<file path="src/rtl/mult_32_seq.sv">
// mult_32_seq -- sequential 32x32 signed multiplier (radix-2 Booth, 32 steps)
//
// Purpose:
//   Computes the low 32 bits of the signed product A*B over 32 Booth
//   iterations, flags when the full signed product does not fit in 32 signed
//   bits, and marks completion with a one-cycle ready pulse. Uses the
//   ctrl/data handshake shared with the rest of the multdiv path.
//
// Ports:
//   clock           in   1   rising-edge clock
//   reset_n         in   1   asynchronous active-low reset
//   ctrl_MULT       in   1   start strobe; operands captured on the same edge
//   data_operandA   in  32   multiplicand (two's complement)
//   data_operandB   in  32   multiplier (two's complement)
//   data_result     out 32   low 32 bits of the product, held until next DONE
//   data_exception  out  1   product does not fit in 32 signed bits
//   data_resultRDY  out  1   one-cycle pulse, result/exception valid
//   busy            out  1   high while iterating
//
// States:
//   state  | meaning
//   -------+-----------------------------------------------------------
//   IDLE   | waiting for ctrl_MULT
//   RUN    | one Booth step per cycle, r_cnt counts completed steps
//   DONE   | publish result/exception and pulse ready (single cycle)
//
// A start strobe is honoured in every state: from RUN it aborts the current
// operation (no ready pulse), from DONE it chains the next operation while
// the current result is still published.

module mult_32_seq (
  input  logic        clock,
  input  logic        reset_n,
  input  logic        ctrl_MULT,
  input  logic [31:0] data_operandA,
  input  logic [31:0] data_operandB,
  output logic [31:0] data_result,
  output logic        data_exception,
  output logic        data_resultRDY,
  output logic        busy
);

  localparam logic [1:0] S_IDLE = 2'd0;
  localparam logic [1:0] S_RUN  = 2'd1;
  localparam logic [1:0] S_DONE = 2'd2;

  localparam logic [5:0] LAST_STEP = 6'd31;

  logic [1:0]  r_state;
  logic [5:0]  r_cnt;
  logic [31:0] r_m;
  // Product register: {guard, acc[31:0], multiplier[31:0], booth bit}.
  // The accumulator carries one extra sign bit so that adding or subtracting
  // the most negative multiplicand cannot wrap; P[64:1] then holds the exact
  // 64-bit product, which the overflow test relies on.
  logic [65:0] r_p;
  logic [31:0] r_result;
  logic        r_exception;
  logic        r_rdy;

  logic [32:0] w_acc;
  logic [32:0] w_m_ext;
  logic [32:0] w_sum;
  logic [65:0] w_p_next;
  logic [65:0] w_p_load;
  logic        w_fits;

  assign w_acc   = r_p[65:33];
  assign w_m_ext = {r_m[31], r_m};

  always_comb begin
    w_sum = w_acc;
    case (r_p[1:0])
      2'b01:   w_sum = w_acc + w_m_ext;
      2'b10:   w_sum = w_acc - w_m_ext;
      default: w_sum = w_acc;
    endcase
  end

  // Arithmetic right shift of the updated product register.
  assign w_p_next = {w_sum[32], w_sum, r_p[32:1]};
  assign w_p_load = {33'd0, data_operandB, 1'b0};

  // Product bits [63:31] all equal means the value is representable in 32
  // signed bits.
  assign w_fits = (&r_p[64:32]) | (~|r_p[64:32]);

  always_ff @(posedge clock or negedge reset_n) begin
    if (!reset_n) begin
      r_state     <= S_IDLE;
      r_cnt       <= 6'd0;
      r_m         <= 32'd0;
      r_p         <= 66'd0;
      r_result    <= 32'd0;
      r_exception <= 1'b0;
      r_rdy       <= 1'b0;
    end else begin
      r_rdy <= 1'b0;

      if (r_state == S_DONE) begin
        r_result    <= r_p[32:1];
        r_exception <= ~w_fits;
        r_rdy       <= 1'b1;
      end

      if (ctrl_MULT) begin
        r_m     <= data_operandA;
        r_p     <= w_p_load;
        r_cnt   <= 6'd0;
        r_state <= S_RUN;
      end else begin
        case (r_state)
          S_IDLE: r_state <= S_IDLE;
          S_RUN: begin
            r_p   <= w_p_next;
            r_cnt <= r_cnt + 6'd1;
            if (r_cnt == LAST_STEP) begin
              r_state <= S_DONE;
            end
          end
          S_DONE:  r_state <= S_IDLE;
          default: r_state <= S_IDLE;
        endcase
      end
    end
  end

  assign data_result    = r_result;
  assign data_exception = r_exception;
  assign data_resultRDY = r_rdy;
  assign busy           = (r_state == S_RUN);

endmodule

</file>
<file path="config.mk">
export PLATFORM = sky130hd
export DESIGN_NAME = mult_32_seq
export DESIGN_NICKNAME = d
export VERILOG_FILES = /design/src/rtl/mult_32_seq.sv
export SDC_FILE = /design/constraint.sdc
export NUM_CORES = 1
export LEC_CHECK = 0
export CELL_PAD_IN_SITES_DETAIL_PLACEMENT = 0
export CELL_PAD_IN_SITES_GLOBAL_PLACEMENT = 1
export CORE_AREA = 2 2 138 140
export CTS_CLUSTER_SIZE = 25
export DETAILED_ROUTE_END_ITERATION = 16
export DIE_AREA = 0 0 140 142
export PLACE_DENSITY = 0.83
export SLEW_MARGIN = 20
export SYNTH_ARGS = -nofsm -noshare
export SYNTH_HDL_FRONTEND = slang
export SYNTH_SLANG_ARGS = --single-unit
export TNS_END_PERCENT = 1
</file>
<file path="constraint.sdc">
create_clock -name clock -period 7.6 [get_ports clock]
set_input_delay 1.52 -clock clock [delete_from_list [all_inputs] [get_ports clock]]
set_output_delay 1.52 -clock clock [all_outputs]
set_load 0.1 [all_outputs]
</file>
* After elaboration in Yosys (flattened, before gate mapping) *
Index checks and enable logic that the tools add are counted.

operators by class
  bitwise logic cells = 2
  add/sub/neg operators = 3
  eq/ne operators = 6
  muxes and demuxes = 9
  reductions and logical operators = 4

operators with widths
  operator                                                                 count
  66-bit two-way mux                                                       2
  33-bit case mux with 2 select lines                                      1
  33-bit adder                                                             1
  33-bit AND reduction                                                     1
  33-bit OR reduction                                                      1
  33-bit subtractor                                                        1
  6-bit two-way mux                                                        2
  6-bit by 1-bit adder with 6-bit output, second input constant            1
  6-bit by 5-bit equality test with 1-bit output, second input constant    1
  2-bit two-way mux                                                        3
  2-bit by 1-bit equality test with 1-bit output, second input constant    2
  2-bit equality test, second input constant                               2
  3-bit by 2-bit inequality test with 1-bit output, second input constant  1
  2-bit nonzero test                                                       1
  1-bit zero test                                                          1
  1-bit two-way mux                                                        1
  1-bit inverter                                                           1
  1-bit OR                                                                 1

storage, ports and cells
  bits in registers = 140
  output and inout port bits = 35
  input bits = 67

* Logic depth before layout (Yosys ltp) *
Gate-level depths: netlist of the first run.

  word-level depth = 4
  depth in mapped cells = 17

* Worst setup path after synthesis of the first run *
OpenSTA, ideal clock, no wires.

  kind = register -> register
  from = reg r_m[5]
  to = reg r_p[56]
  required time = 7.413 ns
  slack = 3.881 ns
  setup time = 0.187 ns
  buffers on the path = 1
  arrival = 3.532 ns
  stages on the path, launching flop included = 17
  path through = dfrtp_1 > or4_4 > nor2_1 > nand3b_1 > nor2_1 > a21oi_1 > xnor2_1 > ha_1 > buf_2 > a21oi_1 > o21ai_1 > a2111oi_0 > nor3_1 > nor3_2 > xnor2_1 > mux2i_1 > a21oi_1

on the way
  word-level cells in the longest chain between the ends = 4
  elaborated cells between the ends (all ways) = 5
  classes of those cells = add/sub (2); mux (3)

RTL lines
  element                                                   RTL line  text
  from (decl)                                               51        logic [31:0] r_m;
  from (signal assigned)                                    107       r_m <= data_operandA;
  33-bit subtractor / 33-bit adder (equally long branches)  75, 74
  33-bit case mux with 2 select lines (*)                   73        case (r_p[1:0])
  66-bit two-way mux (*)                                    112       case (r_state)
  66-bit two-way mux (*)                                    106       if (ctrl_MULT) begin
  to (signal assigned)                                      108       r_p <= w_p_load;
  to (signal assigned)                                      115       r_p <= w_p_next;
  to (decl)                                                 56        logic [65:0] r_p;

Every way passes the cells marked *; elsewhere a longest branch is shown, timed or not. The select of a mux whose other input is x is not followed.
A chain may end at the register's enable or synchronous reset.

* Worst setup path in the final report of the first run *
  from = reg r_m[5]
  to = reg r_p[64]

The elaborated chain is that of the path after synthesis.

==> results of run 1 <==
[through the flow]
| step | hold WS (ns) | setup slack (ns) |
|---|---|---|
| floorplan | 0.501 | 3.88 |
| global placement | 0.470 | 3.08 |
| detailed placement | 0.494 | 2.99 |
| CTS | 0.512 | 2.97 |
| global route | 0.525 | 2.52 |
| finish | 0.507 | 2.92 |
[cell families after synthesis]
logic type / count (synthesis) / share of synthesized area [%]
fa+ha+maj: 36 / 5.39
flops: 139 / 40.9
mux: 100 / 12.7
xor+xnor: 60 / 6.27
compound gates: 239 / 16.9
simple gates: 252 / 14.6
buf+inv: 74 / 3.30
[how the worst max path moves through the flow]
stage                               end  slack, ns  cells after the start
global route        r_p[64]$_DFFE_PN0P_       2.52                     15
finish              r_p[64]$_DFFE_PN0P_       2.92                     15
detailed placement  r_p[60]$_DFFE_PN0P_       2.99                     15
CTS                 r_p[64]$_DFFE_PN0P_       2.97                     15
global placement    r_p[63]$_DFFE_PN0P_       3.08                     16
floorplan           r_p[56]$_DFFE_PN0P_       3.88                     16
[placed cells by master, fill, tap and decap left out, types with 7 or more instances in the layout]
cell             synthesis  layout
nand3_1                 13      13
o211ai_1                13      13
o21ai_1                 20      20
mux2i_1                 40      40
a211oi_1                10      10
a21oi_1                 74      74
or3_1                    7       7
clkbuf_16                0      17
inv_1                   17      17
clkdlybuf4s50_1          0      99
xnor2_1                 47      47
mux2_2                  60      60
nand2_1                 93      93
a21o_1                   7       7
xor2_1                  12      12
ha_1                    35      35
dfrtp_1                139     139
and3_1                   8       8
buf_4                    0       7
o21ai_0                 68      68
nor3_1                  15      15
nor2_1                  53      53
a31oi_1                  7       7
nand4_1                 19      19
nor4_1                  14      14
[flip-flops by register name (all words and copies together), names as in the netlist]
name,cells
data_exception,1
r_m,32
data_resultRDY,1
r_cnt,6
r_state,2
data_result,32
r_p,65
[synthesized netlist by cell type (all sizes together) (2+ instances only)]
cell type / instances / area share (%)
dfrtp: 139 / 41
nand2: 93 / 4.1
o21ai: 89 / 5.3
a21oi: 74 / 4.4
mux2: 60 / 8.0
nor2: 53 / 2.3
xnor2: 48 / 5.0
clkbuf: 43 / 1.9
mux2i: 40 / 4.7
ha: 35 / 5.2
nand4: 19 / 1.4
nor3: 18 / 1.3
inv: 17 / 0.75
nor4: 15 / 1.3
buf: 13 / 0.60
nand3: 13 / 0.77
o211ai: 13 / 1.1
xor2: 12 / 1.2
a211oi: 10 / 0.88
and3: 8 / 0.59
a21o: 7 / 0.62
a31oi: 7 / 0.52
or3: 7 / 0.52
a41oi: 6 / 0.71
nand2b: 6 / 0.44
o21a: 5 / 0.44
o21bai: 5 / 0.44
nor2b: 4 / 0.29
nor3b: 4 / 0.35
and4: 3 / 0.31
o2111ai: 3 / 0.31
o31ai: 3 / 0.27
a2111oi: 2 / 0.28
a211o: 2 / 0.21
a31o: 2 / 0.21
a32oi: 2 / 0.21
nand3b: 2 / 0.18
o211a: 2 / 0.24
o22ai: 2 / 0.15
o41ai: 2 / 0.21
or4: 2 / 0.22
[routing by layer]
metal  track usage, %  share of wire, %
met1             32.3                47
met2             34.8                45
met3             6.36               7.4
met4             5.53              0.96
met5                0                 0
[final cells by class]
type	count	share of cell area (%)
Multi-Input combinational cell	687	46.2
Clock buffer	17	4.15
Sequential cell	139	33.9
Timing Repair Buffer	107	10.3
Clock inverter	15	1.93
Inverter	18	0.659
Antenna cell	1	0.0244
Tap cell	234	2.85
[power by group]
| group | internal, µW | switching (µW) | leakage [µW] | total (µW) |
|---|---|---|---|---|
| Combinational | 515 | 679 | 0.00222 | 1190 |
| Clock | 503 | 377 | 0.000302 | 880 |
| Sequential | 838 | 151 | 0.00178 | 990 |
| Total | 1860 | 1210 | 0.00431 | 3060 |
[worst reg2reg max path: cells and delay by family, from the launching register on]
kind | cells | cell delay (ns)
DFF | 1 | 0.41
xor gates and xnor gates | 2 | 0.33
AOI/OAI and AO/OA | 6 | 1.40
and+or+nand+nor | 6 | 2.02
adders and majority gates | 1 | 0.36
==> impl_metrics.csv, run 1 <==
group,metric,value,unit
grt,first_global_vias,6855,
logic_synthesis,synth.distinct_cells,61,
job,cap_violations,0,
sta,tns,0,ns
logic_synthesis,avgSynthCellArea,9.44,µm²
clock_tree,ctsRootBufferMaster,"clkbuf_16",
floorplan,fp.dieH,142,µm
placed_design,dp_hpwl,15200,µm
logic_synthesis,ys_seq_elements,139,
placed_design,place.gp.congestion,0.911,
final_layout,fillers,1603,
sta,fin_crit_sh,61.6,%
critical_path,path_max_fanout,8,
critical_path,critPathKind,"flip-flop to flip-flop",
critical_path,cpPeakStageDelay,0.67,ns
critical_path,crit_family,"simple AND/OR/NAND/NOR gates",
min_path,hold_depth,1,
sta,finClkSkew,0.0108,ns
detailed_routing,first_pass_iters,5,
critical_path,cpMostUsedCell,"a21oi_1",
grt,grtUsageTotal,22.8,%
critical_path,crit_chain,"or4_4 -> nor2_1 -> nand3b_1 -> nor2_1 -> a21oi_1 -> xnor2_1 -> ha_1 -> a21oi_1 -> o21ai_1 -> a2111oi_0 -> nor3_1 -> nor3_2 -> o41ai_1 -> xnor2_1 -> a21oi_1",
placed_design,placed_area,9630,µm²
grt,grt_pass1_wl,36200,µm
detailed_routing,drtIter0Drc,647,
run_status,outcome,"completed",
final_layout,area.growth.synth_to_final,20.8,%
critical_path,cp-end-kind,"flip-flop",
final_layout,fin_nets,1073,
min_path,hp-class,"flip-flop to flip-flop",
logic_synthesis,synth.cell_area,8490,µm²
floorplan,num_rows,50,
detailed_routing,route.detailed.drc,0,
critical_path,r2r-start,"r_m[5]$_DFFE_PN0P_",
logic_synthesis,synth_edf_count,0,
pwr,powerDensity,299,nW/µm²
final_layout,fin_area,10300,µm²
final_layout,multi_input_area,4740,µm²
pwr,ir_drop,0.000174,V
grt,gr-total-overflow,0,
detailed_routing,viasPerCell,5.76,
logic_synthesis,synth_nets,1003,
clock_tree,cts_max_path_buffers,2,
critical_path,reg2reg_slack,2.92,ns
clock_tree,cts_resized,0,
clock_tree,postCtsSetupBuffers,0,
clock_tree,path_clk_slew,0.07,ns
critical_path,startpoint_type,"flip-flop",
critical_path,critPathBufInv,0,
floorplan,die_area,19900,µm²
min_path,min_to,"data_result[13]$_DFFE_PN0P_",
final_layout,regArea,3480,µm²
pwr,p_leak,0.00431,µW
pwr,p_total,3060,µW
logic_synthesis,synthCells,900,
clock_tree,numCtsBuffers,17,
clock_tree,cts_hold_buf,0,
logic_synthesis,yosysWarnings,0,
grt,grt_max_degree,85,
sta,setup_viol,0,
logic_synthesis,yosysSeqAreaShare,40.9,%
floorplan,num_io_pins,102,
final_layout,instances_no_fill,1218,
sta,finalCriticalPeriod,4.68,ns
sta,slew_violations,0,
detailed_routing,ant_nets,0,
detailed_routing,routed-via-count,7020,
critical_path,r2r-end,"r_p[64]$_DFFE_PN0P_",
sta,rsz0062_at_grt,"no",
floorplan,design.core.area,18500,µm²
critical_path,reg2reg_depth,15,
min_path,hp-start,"data_result[13]$_DFFE_PN0P_",
sta,fmaxAchievable,213,MHz
clock_tree,cts_tree,"built",
floorplan,start_util,46.0,%
grt,antenna_found_initial,1,
detailed_routing,wire_per_inst,18.0,µm
critical_path,crit_slowest_cell,"nor2_1",
sta,hold_viol,0,
logic_synthesis,synthArstFlopShare,100,%
clock_tree,cts.sinks,139,
final_layout,drive_gt1_share,11.8,%
detailed_routing,totalWireLength,21900,µm
floorplan,fp.dieW,140,µm
placed_design,port_buffers,101,
sta,relSlewSlack,32.0,%
clock_tree,clk_latency,0.43,ns
placed_design,dp.cells,1185,
critical_path,startpoint,"r_m[5]$_DFFE_PN0P_",
clock_tree,h-tree-depth,4,
logic_synthesis,ys.flop_type,"dfrtp_1",
final_layout,fin_util,55.6,%
critical_path,arrival,4.95,ns
sta,tightestPinTransition,1.02,ns
critical_path,required,7.86,ns
Note: power is estimated with default switching activity, not from simulation.
==> inputs of run 2 (changes only) <==
- CORE_AREA: 2 2 138 140 -> 2 2 142 144
- DIE_AREA: 0 0 140 142 -> 0 0 144 146
- PLACE_DENSITY: 0.83 -> 0.79
- clock period: 7.6 -> 4.4 ns (I/O delays scaled with it)
==> impl_metrics.csv, run 2 (synthesized netlist as in run 1, its figures left out) <==
group,metric,value,unit
run_status,outcome,"completed",
clock_tree,postCtsSetupBuffers,0,
grt,first_global_vias,6746,
detailed_routing,routed-via-count,7007,
min_path,hp-start,"data_result[18]$_DFFE_PN0P_",
critical_path,path_max_fanout,8,
clock_tree,cts_hold_buf,0,
min_path,min_to,"data_result[18]$_DFFE_PN0P_",
final_layout,drive_gt1_share,13.2,%
critical_path,critPathKind,"flip-flop to flip-flop",
final_layout,fin_area,10400,µm²
sta,fin_crit_sh,91.9,%
final_layout,area.growth.synth_to_final,22.1,%
final_layout,largest_reg_flops,65,
final_layout,regArea,3480,µm²
final_layout,final_common_cell,"dfrtp_1",
detailed_routing,ant_nets,0,
detailed_routing,totalWireLength,22200,µm
detailed_routing,route.detailed.drc,0,
sta,fmaxAchievable,247,MHz
clock_tree,cts_tree,"built",
min_path,hp-class,"flip-flop to flip-flop",
critical_path,reg2reg_slack,0.35,ns
critical_path,arrival,4.32,ns
clock_tree,clk_latency,0.43,ns
placed_design,place_ws,0.296,ns
floorplan,design.core.area,19300,µm²
critical_path,reg2reg_depth,17,
grt,antenna_found_initial,0,
clock_tree,ctsRootBufferMaster,"clkbuf_16",
final_layout,layout_common_cells,"139 x dfrtp_1, 98 x clkdlybuf4s50_1, 93 x nand2_1, 74 x a21oi_1, 68 x o21ai_0",
final_layout,fillers,1725,
placed_design,placed_area,9770,µm²
job,cap_violations,0,
sta,slew_violations,0,
critical_path,startpoint,"r_m[4]$_DFFE_PN0P_",
sta,rsz0062_at_grt,"no",
sta,hold_viol,0,
sta,whs,0.509,ns
min_path,hold_depth,1,
floorplan,fp.dieH,146,µm
clock_tree,numCtsBuffers,17,
placed_design,port_buffers,101,
floorplan,num_rows,51,
pwr,p_leak,0.00436,µW
detailed_routing,wire_per_inst,17.6,µm
sta,finClkSkew,0.0179,ns
grt,gr-total-overflow,0,
clock_tree,cts.sinks,139,
sta,finalCriticalPeriod,4.05,ns
sta,tightestPinTransition,1.01,ns
critical_path,r2r-start,"r_m[4]$_DFFE_PN0P_",
detailed_routing,drtIter0Drc,439,
floorplan,fp.dieW,144,µm
sta,setup_viol,0,
grt,grt_max_degree,107,
sta,relSlewSlack,32.2,%
critical_path,startpoint_type,"flip-flop",
critical_path,cp-end-kind,"flip-flop",
final_layout,multi_input_area,4750,µm²
critical_path,required,4.68,ns
final_layout,largest_register,"r_p",
clock_tree,cts_resized,0,
sta,fin_ws,0.354,ns
clock_tree,h-tree-depth,4,
placed_design,dp_hpwl,15900,µm
final_layout,fin_nets,1086,
floorplan,num_io_pins,102,
pwr,powerDensity,514,nW/µm²
detailed_routing,viasPerCell,5.56,
grt,grt_pass1_wl,36500,µm
sta,tns,0,ns
placed_design,place.gp.congestion,0.902,
placed_design,dp.cells,1229,
detailed_routing,first_pass_iters,6,
clock_tree,path_clk_slew,0.07,ns
grt,grtUsageTotal,22.0,%
clock_tree,cts_max_path_buffers,2,
pwr,ir_drop,0.000290,V
final_layout,diodes,0,
final_layout,instances_no_fill,1261,
floorplan,start_util,43.9,%
floorplan,die_area,21000,µm²
critical_path,r2r-end,"r_p[57]$_DFFE_PN0P_",
run 2: cell count changes in the layout (fill, tap and decap cells not counted), sizes merged:
cell / delta
inv: +1
diode: -1
buf: +14
bufinv: -1
clkdlybuf4s50: -1
run 2: how the worst max path moves through the flow:
| stage | cells past startpoint | endpoint | slack [ns] |
|---|---|---|---|
| after global placement | 16 | r_p[64]$_DFFE_PN0P_ | 0.37 |
| after detailed placement | 16 | r_p[64]$_DFFE_PN0P_ | 0.30 |
| after floorplan | 16 | r_p[56]$_DFFE_PN0P_ | 0.68 |
| after global routing | 16 | r_p[64]$_DFFE_PN0P_ | 0.05 |
| final | 17 | r_p[57]$_DFFE_PN0P_ | 0.35 |
| after CTS | 16 | r_p[64]$_DFFE_PN0P_ | 0.24 |
run 2: per-stage QoR:
step	util (%)	power, µW
after floorplan	-	3240
after CTS	53.6	5330
after global placement	50.5	3840
final	53.7	5330
after detailed placement	50.5	3850
after global routing	53.7	5680
run 2: final cells by class:
cell class                 instances  share of cell area, %
timing repair buffer             120                   11.1
tap                              265                   3.20
multi-input combinational        687                   45.8
sequential                       139                   33.5
clock buffer                      17                   4.10
clock inverter                    15                   1.69
inverter                          18                  0.651
run 2: power breakdown:
group          internal, µW  switching, µW
combinational           940           1220
sequential             1450            267
clock                   813            646
total                  3200           2130
run 2: layer usage:
metal	share of wire (%)	wire, µm	track usage, %
met3	5.7	1270	4.94
met2	44	9750	31.9
met1	49	11000	33.1
met5	0	0	0
met4	1.0	223	5.54
run 2: critical path: stages (launching register included):
cell and delay (ns):
dfrtp_1 0.42, or4_4 0.57, nor2_1 0.15, nand3b_1 0.11
nor2_1 0.12, buf_4 0.17, a21oi_1 0.08, xnor2_1 0.29
ha_1 0.31, buf_4 0.16, and2_1 0.18, o21ai_0 0.38
a21oi_1 0.08, buf_4 0.17, a211o_1 0.28, a21oi_1 0.16
xor2_1 0.17, o22ai_1 0.09
==> inputs of run 3 (changes only) <==
- SLEW_MARGIN: 20 -> unset
==> results of run 3 <==
Final layout, timing and power as in run 2 (identical DEF).
